===== src/rtl/logic_gate_pkg.sv =====
// Shared op-codes and the bitwise gate evaluator for logic_gate_pipe.
// gate_eval works at GATE_MAX_W bits; callers zero-extend operands and truncate the result.
package logic_gate_pkg;

  localparam logic [2:0] OP_NOR    = 3'b000;
  localparam logic [2:0] OP_NAND   = 3'b001;
  localparam logic [2:0] OP_AND    = 3'b010;
  localparam logic [2:0] OP_OR     = 3'b011;
  localparam logic [2:0] OP_XOR    = 3'b100;
  localparam logic [2:0] OP_XNOR   = 3'b101;
  localparam logic [2:0] OP_NOT_A  = 3'b110;
  localparam logic [2:0] OP_PASS_A = 3'b111;

  localparam int unsigned GATE_MAX_W = 64;

  function automatic logic [GATE_MAX_W-1:0] gate_eval(
    input logic [2:0]            op,
    input logic [GATE_MAX_W-1:0] a,
    input logic [GATE_MAX_W-1:0] b
  );
    case (op)
      OP_NOR:    gate_eval = ~(a | b);
      OP_NAND:   gate_eval = ~(a & b);
      OP_AND:    gate_eval = a & b;
      OP_OR:     gate_eval = a | b;
      OP_XOR:    gate_eval = a ^ b;
      OP_XNOR:   gate_eval = ~(a ^ b);
      OP_NOT_A:  gate_eval = ~a;
      OP_PASS_A: gate_eval = a;
      default:   gate_eval = {GATE_MAX_W{1'b0}};
    endcase
  endfunction

endpackage


===== src/rtl/logic_gate_pipe_fifo.sv =====
// result_fifo: synchronous FIFO holding gate results, asynchronous active-high reset.
// Pointers wrap naturally because DEPTH is a power of two.
module result_fifo #(
  parameter int unsigned WIDTH = 8,
  parameter int unsigned DEPTH = 2
) (
  input  logic             clk_i,
  input  logic             rst_i,
  input  logic             push_i,
  input  logic             pop_i,
  input  logic [WIDTH-1:0] data_i,
  output logic [WIDTH-1:0] head_o,
  output logic             full_o,
  output logic             empty_o
);

  localparam int unsigned PTR_W = (DEPTH > 1) ? $clog2(DEPTH) : 1;
  localparam int unsigned CNT_W = PTR_W + 1;

  logic [WIDTH-1:0] mem_q [DEPTH];
  logic [PTR_W-1:0] wr_ptr_q, wr_ptr_d;
  logic [PTR_W-1:0] rd_ptr_q, rd_ptr_d;
  logic [CNT_W-1:0] count_q, count_d;
  logic             do_push_s, do_pop_s;

  assign full_o    = (count_q == CNT_W'(DEPTH));
  assign empty_o   = (count_q == {CNT_W{1'b0}});
  assign do_push_s = push_i && !full_o;
  assign do_pop_s  = pop_i && !empty_o;
  assign head_o    = mem_q[rd_ptr_q];

  always_comb begin
    wr_ptr_d = wr_ptr_q;
    rd_ptr_d = rd_ptr_q;
    count_d  = count_q;
    if (do_push_s) begin
      wr_ptr_d = wr_ptr_q + PTR_W'(1);
    end else begin
      wr_ptr_d = wr_ptr_q;
    end
    if (do_pop_s) begin
      rd_ptr_d = rd_ptr_q + PTR_W'(1);
    end else begin
      rd_ptr_d = rd_ptr_q;
    end
    case ({do_push_s, do_pop_s})
      2'b10:   count_d = count_q + CNT_W'(1);
      2'b01:   count_d = count_q - CNT_W'(1);
      default: count_d = count_q;
    endcase
  end

  always_ff @(posedge clk_i or posedge rst_i) begin
    if (rst_i) begin
      wr_ptr_q <= {PTR_W{1'b0}};
      rd_ptr_q <= {PTR_W{1'b0}};
      count_q  <= {CNT_W{1'b0}};
      for (int unsigned i = 0; i < DEPTH; i++) begin
        mem_q[i] <= {WIDTH{1'b0}};
      end
    end else begin
      wr_ptr_q <= wr_ptr_d;
      rd_ptr_q <= rd_ptr_d;
      count_q  <= count_d;
      if (do_push_s) begin
        mem_q[wr_ptr_q] <= data_i;
      end
    end
  end

endmodule


===== src/rtl/logic_gate_pipe.sv =====
// logic_gate_pipe: registered WIDTH-bit 2-input gate with valid/ready handshake,
// DEPTH-entry result queue and accepted-operation counter. WIDTH must not exceed GATE_MAX_W.
module logic_gate_pipe
  import logic_gate_pkg::*;
#(
  parameter int unsigned WIDTH = 8,
  parameter int unsigned DEPTH = 2,
  parameter int unsigned CNT_W = 16
) (
  input  logic             clk,
  input  logic             rst,
  input  logic             in_valid,
  output logic             in_ready,
  input  logic [WIDTH-1:0] in_a,
  input  logic [WIDTH-1:0] in_b,
  input  logic [2:0]       in_op,
  output logic             out_valid,
  input  logic             out_ready,
  output logic [WIDTH-1:0] out_c,
  output logic             out_zero,
  output logic [CNT_W-1:0] op_count
);

  logic             full_s, empty_s;
  logic             accept_s, pop_s;
  logic [WIDTH-1:0] push_data_s, head_s;
  logic [CNT_W-1:0] op_count_q, op_count_d;

  // in_ready depends only on queue state, never on out_ready in the same cycle
  assign in_ready  = !full_s;
  assign out_valid = !empty_s;
  assign accept_s  = in_valid && !full_s;
  assign pop_s     = out_ready && !empty_s;

  assign push_data_s = WIDTH'(gate_eval(in_op, GATE_MAX_W'(in_a), GATE_MAX_W'(in_b)));

  result_fifo #(
    .WIDTH (WIDTH),
    .DEPTH (DEPTH)
  ) u_fifo (
    .clk_i   (clk),
    .rst_i   (rst),
    .push_i  (accept_s),
    .pop_i   (pop_s),
    .data_i  (push_data_s),
    .head_o  (head_s),
    .full_o  (full_s),
    .empty_o (empty_s)
  );

  assign out_c    = empty_s ? {WIDTH{1'b0}} : head_s;
  assign out_zero = !empty_s && (head_s == {WIDTH{1'b0}});
  assign op_count = op_count_q;

  always_comb begin
    op_count_d = op_count_q;
    if (accept_s) begin
      op_count_d = op_count_q + CNT_W'(1);
    end else begin
      op_count_d = op_count_q;
    end
  end

  always_ff @(posedge clk or posedge rst) begin
    if (rst) begin
      op_count_q <= {CNT_W{1'b0}};
    end else begin
      op_count_q <= op_count_d;
    end
  end

endmodule

===== config.mk =====
export PLATFORM = sky130hd
export DESIGN_NAME = logic_gate_pipe
export DESIGN_NICKNAME = d
export VERILOG_FILES = /design/src/rtl/logic_gate_pkg.sv /design/src/rtl/logic_gate_pipe_fifo.sv /design/src/rtl/logic_gate_pipe.sv
export SDC_FILE = /design/constraint.sdc
export NUM_CORES = 1
export LEC_CHECK = 0
export ABC_CLOCK_PERIOD_IN_PS = 2200
export CAP_MARGIN = 15
export CORE_MARGIN = 10
export CORE_UTILIZATION = 36
export CTS_CLUSTER_DIAMETER = 30
export DETAILED_ROUTE_END_ITERATION = 12
export GPL_TIMING_DRIVEN = 0
export SLEW_MARGIN = 20
export SYNTH_ARGS = -nofsm -noshare
export SYNTH_HDL_FRONTEND = slang
export SYNTH_SLANG_ARGS = --single-unit

===== constraint.sdc =====
create_clock -name clk -period 2.2 [get_ports clk]
set_clock_uncertainty 0.1 [all_clocks]
set_input_delay 0.33 -clock clk [delete_from_list [all_inputs] [get_ports clk]]
set_output_delay 0.33 -clock clk [all_outputs]
set_load 0.02 [all_outputs]

==> results of run 1 <==
-- layout make-up --
cell class	count	area [um^2]	share of cell area [%]
clock buffer	5	68.8	2.07
timing repair buffer	48	468	14.1
multi-input combinational	228	1610	48.3
inverter	20	75.1	2.26
tap	99	124	3.73
sequential	36	901	27.1
buffer	12	78.8	2.37
-- cell families after synthesis --
kind of cell | share of synthesized area, %
mux | 9.49
xor+xnor | 6.56
fa+ha+maj | 8.50
buf+inv | 5.67
simple gates | 24.3
flops | 34.0
compound gates | 11.5
-- final timing paths --
path / start / endpoint / slack (ns) / cells past startpoint
setup / recovery: u_fifo.count_q[0] / in_ready / 0.17 / 3
hold / removal: op_count[15] / op_count[15] / 0.38 / 1
setup reg to reg: u_fifo.count_q[0] / u_fifo.count_q[1] / 0.48 / 6
hold reg to reg: op_count[15] / op_count[15] / 0.38 / 1
max in group asynchronous: rst / op_count[15] / 1.13 / 2
min in group asynchronous: rst / op_count[10] / 0.40 / 2
-- power groups by stage --
stage               sequential (W)  clock (W)  combinational [W]
global placement           0.00114          0            0.00171
floorplan                  0.00116          0            0.00106
CTS                        0.00114   0.000423            0.00166
detailed placement         0.00115          0            0.00172
global route               0.00118   0.000454            0.00182
finish                     0.00114   0.000408            0.00163
-- through the flow --
step	setup WS, ns	instances	utilization (%)
6_report	0.165	448	46.0
5_1_grt	0.0855	448	46.0
4_1_cts	0.00706	448	46.0
3_5_place_dp	0.0105	443	45.1
3_3_place_gp	0.0552	443	45.1
2_1_floorplan	0.564	296	-
-- layout by cell type (no fill, tap or decap), drive strengths merged, types with 9 or more instances in the layout --
master         instances
nand2                 46
dfrtp                 36
ha                    18
nor2                  26
inv                   20
and2                  10
mux2i                 24
a21oi                  9
xnor2                 11
clkdlybuf4s50         38
clkbuf                 9
o31ai                 16
buf                    9
-- flip-flops by register name, indices dropped and copies added, names as in the netlist --
register,count
u_fifo.rd_ptr_q,1
u_fifo.count_q,2
u_fifo.wr_ptr_q,1
op_count,16
u_fifo.mem_q,16
-- per-layer routing --
metal  part of all wire (%)  track usage [%]
met1                     48             13.4
met2                     46             18.3
met3                    4.9             3.17
met4                   0.94             2.90
met5                      0                0
==> out/results.tsv, run 1 <==
metric	value	unit
outcome	finished, final reports clean	
Commonest cells post-synth	nand2_1 (46), dfrtp_1 (36), nor2_1 (26)	
post-synth top area cell	dfrtp_1	
EDFF count, synth	0	
Crit. End Element	output pin	
Flop pwr share	35.9	%
vias in the first global route	2191	
critical path class	flip-flop to output pin	
NumNets Final	392	
hold slack	0.378	ns
Max Cap Violations	0	
share of layout cells above drive strength 1	12.9	%
fmax	491	MHz
post-layout min period	2.03	ns
Pre-antenna DRT Iters	4	
# DRC	0	
switch share	42.4	%
count leader, synth	nand2_1	
Final Hold Fails	0	
worst path bufs/invs	2	
Clock Latency Late Sink	0.28	ns
RSZ-0062 raised after global routing	false	
cell family contributing the most delay on the critical path	buffers and inverters	
pin count of the biggest net entering global routing	37	
IO Pins	50	
Worst-path clk slew	0.06	ns
starting density of the core	36.7	%
number of gates resized after CTS	11	
Final Max Slew Viols	0	
Yosys warnings	0	
Final Setup Violations	0	
worst slew pin tran	0.727	ns
cells along the critical path	nor2b_4 -> inv_2 -> clkdlybuf4s50_1	
Clock Power Share	12.8	%
Synth Register Bits	36	
standard-cell row count	31	
Primary FF master, synth	dfrtp_1	
RD Place Congestion	0.778	
total track usage	10.9	%
area share of the largest cell type after synthesis	34.0	%
core region area	7210	um^2
Area Overhead vs Synth	25.3	%
Leak Pwr	1.56	nW
die area	11200	um^2
CP max stage delay	0.55	ns
Final period util	92.5	%
relative slew slack	51.5	%
DIE WIDTH	106	um
Worst setup SP type	flip-flop	
Hold Path Class	flip-flop to flip-flop	
Die Y	106	um
hold buffers post-CTS	0	
Fill cells	721	
Post-synth ARST share	100	%
ANT nets after route	0	
post-place instance area	3250	um^2
initial antenna violation count	0	
combinational share of power	51.2	%
Crit Path Max Fanout	6	
Critical Path RT	1.77	ns
cell count after synthesis	296	
pwr/cell area	956	nW/um^2
total global routing overflow	0	
clock root buffer	clkbuf_8	
Total Wirelength	6040	um
CP arrival	1.60	ns
setup TNS	0	ns
Sink Count	36	
Tot Pwr	0.00317	W
Sw Pwr	0.00135	W
Clock Tree Buf Depth	2	
post-detailed-route wirelength per cell	13.5	um
synth top area cells	dfrtp_1 (34%), mux2i_1 (9.1%), ha_1 (8.5%), nand2_1 (6.5%), o31ai_2 (3.8%)	
drt via density	4.81	
syn_area_per_cell	8.95	um^2
syn_nets	337	
H-tree depth	2	
Slowest-stage cell, CP	clkdlybuf4s50_1	
total internal power	0.00183	W
number of DRC markers in iteration 0	106	
Post-Syn Area	2650	um^2
Via Count	2157	
worst ir drop on vdd	302	uV
IO Port Bufs	48	
first-pass GRT wire length	10300	um
cts bufs inserted	5	
CTS tree	built	
final design instance area without fill	3320	um^2
sequential fraction of the synthesis area	34.0	%
antenna fix cells	0	
Final HPWL DP	4910	um
Synth cell types	38	
Post-CTS Setup Bufs	0	
(Power assumes the default switching activity.)
==> run 2: changes to the inputs <==
--- a/config.mk
+++ b/config.mk
@@ -12,6 +12,7 @@
 export CTS_CLUSTER_DIAMETER = 30
 export DETAILED_ROUTE_END_ITERATION = 12
 export GPL_TIMING_DRIVEN = 0
+export RECOVER_POWER = 100
 export SLEW_MARGIN = 20
 export SYNTH_ARGS = -nofsm -noshare
 export SYNTH_HDL_FRONTEND = slang
==> out/results.tsv, run 2 (synthesized netlist as in run 1, its figures left out) <==
metric	value	unit
standard-cell row count	31	
# DRC	0	
post-layout min period	2.08	ns
RD Place Congestion	0.778	
IO Port Bufs	48	
total track usage	10.9	%
clock root buffer	clkbuf_8	
Pre-antenna DRT Iters	4	
reg-to-reg critical path endpoint	op_count[7]	
reg2reg start	u_fifo.count_q[1]	
Post-CTS Setup Bufs	0	
Final Setup Violations	0	
total global routing overflow	0	
total internal power	0.00180	W
Final Max Slew Viols	0	
cts bufs inserted	5	
Crit Path Max Fanout	6	
final setup margin	0.119	ns
outcome	finished, final reports clean	
Sw Pwr	0.00132	W
ANT nets after route	0	
core region area	7210	um^2
Final HPWL DP	4910	um
Flop pwr share	36.5	%
H-tree depth	2	
vias in the first global route	2191	
Crit. End Element	flip-flop	
Final period util	94.6	%
Critical Path RT	2.30	ns
IO Pins	50	
pin count of the biggest net entering global routing	37	
antenna fix cells	0	
dpl ws	0.0105	ns
number of DRC markers in iteration 0	103	
Clock Power Share	13.1	%
starting density of the core	36.7	%
die area	11200	um^2
Max Cap Violations	0	
Total Wirelength	6060	um
first-pass GRT wire length	10300	um
combinational share of power	50.5	%
pwr/cell area	951	nW/um^2
Final Hold Fails	0	
CP arrival	2.18	ns
cell count of the worst reg-to-reg path	4	
Area Overhead vs Synth	23.7	%
Hold Path Class	flip-flop to flip-flop	
commonest non-fill, non-tap cell in the layout	nand2_1	
initial antenna violation count	0	
NumNets Final	392	
setup TNS	0	ns
Worst setup SP type	primary input	
fmax	480	MHz
setup slack, reg-to-reg	0.40	ns
Die Y	106	um
Clock Tree Buf Depth	2	
Worst-path clk slew	0.06	ns
switch share	42.4	%
drt via density	4.81	
Worst setup startpoint	in_valid	
Sink Count	36	
most frequent cells in the layout	nand2_1 (46), dfrtp_1 (36), nor2_1 (26), mux2i_1 (24)	
Via Count	2157	
worst slew pin tran	1.32	ns
worst ir drop on vdd	288	uV
CTS tree	built	
DIE WIDTH	106	um
critical path class	primary input to flip-flop	
worst setup path end	op_count[7]	
Leak Pwr	1.60	nW
post-detailed-route wirelength per cell	13.5	um
hold buffers post-CTS	0	
Clock Latency Late Sink	0.28	ns
relative slew slack	11.8	%
share of layout cells above drive strength 1	11.2	%
RSZ-0062 raised after global routing	false	
## run 2: layout make-up
type	count	area [um^2]
fill	726	3940
clock buffer	5	68.8
sequential	36	901
buffer	12	76.3
tap	99	124
inverter	20	75.1
timing repair buffer	48	467
multi-input combinational	228	1570
## run 2: critical path, stage by stage
cell           delay, ns
dlygate4sd3_1       0.67
inv_2               0.09
nor3_1              0.63
and4_4              0.32
xor2_1              0.15
## run 2: per-layer routing
layer	share of wire (%)	track usage (%)	vias to the layer above
met5	0	0	-
met4	0.94	2.90	0
met3	4.8	3.17	5
met2	46	18.3	45
met1	48	13.4	999
li1	-	-	1108
## run 2: power by group through the flow
stage / combinational, W / sequential [W] / clock [W]
6_report: 0.00157 / 0.00114 / 0.000407
5_1_grt: 0.00176 / 0.00118 / 0.000454
4_1_cts: 0.00166 / 0.00114 / 0.000423
3_5_place_dp: 0.00172 / 0.00115 / 0
3_3_place_gp: 0.00171 / 0.00114 / 0
2_1_floorplan: 0.00106 / 0.00116 / 0
## run 2: worst min path at each step
stage	cells after the start	endpoint	startpoint	slack, ns
floorplan	1	u_fifo.count_q[1]	u_fifo.count_q[1]	0.36
global placement	1	op_count[15]	op_count[15]	0.37
detailed placement	1	op_count[15]	op_count[15]	0.37
CTS	1	op_count[15]	op_count[15]	0.38
global route	1	op_count[15]	op_count[15]	0.39
finish	1	op_count[15]	op_count[15]	0.37
## run 2: repair_timing
action,in CTS,in global routing
endpoints found under the hold margin,0,0
gates resized for setup,11,5
pin swaps,0,0
setup endpoints to repair,10,2
## run 2: through the flow
step	cells	util [%]	total power [W]	hold slack [ns]	area [um^2]
after floorplan	296	-	0.00222	0.364	2650
after global placement	443	45.1	0.00285	0.366	3250
after detailed placement	443	45.1	0.00287	0.370	3250
after CTS	448	46.0	0.00322	0.383	3320
after global routing	448	45.4	0.00339	0.392	3280
final	448	45.4	0.00312	0.370	3280
==> run 3: changes to the inputs <==
--- a/config.mk
+++ b/config.mk
@@ -11,6 +11,7 @@
 export CORE_UTILIZATION = 36
 export CTS_CLUSTER_DIAMETER = 30
 export DETAILED_ROUTE_END_ITERATION = 12
+export GPL_ROUTABILITY_DRIVEN = 0
 export GPL_TIMING_DRIVEN = 0
 export RECOVER_POWER = 100
 export SLEW_MARGIN = 20
==> results of run 3 <==
Final layout, timing and power as in run 2 (identical DEF).
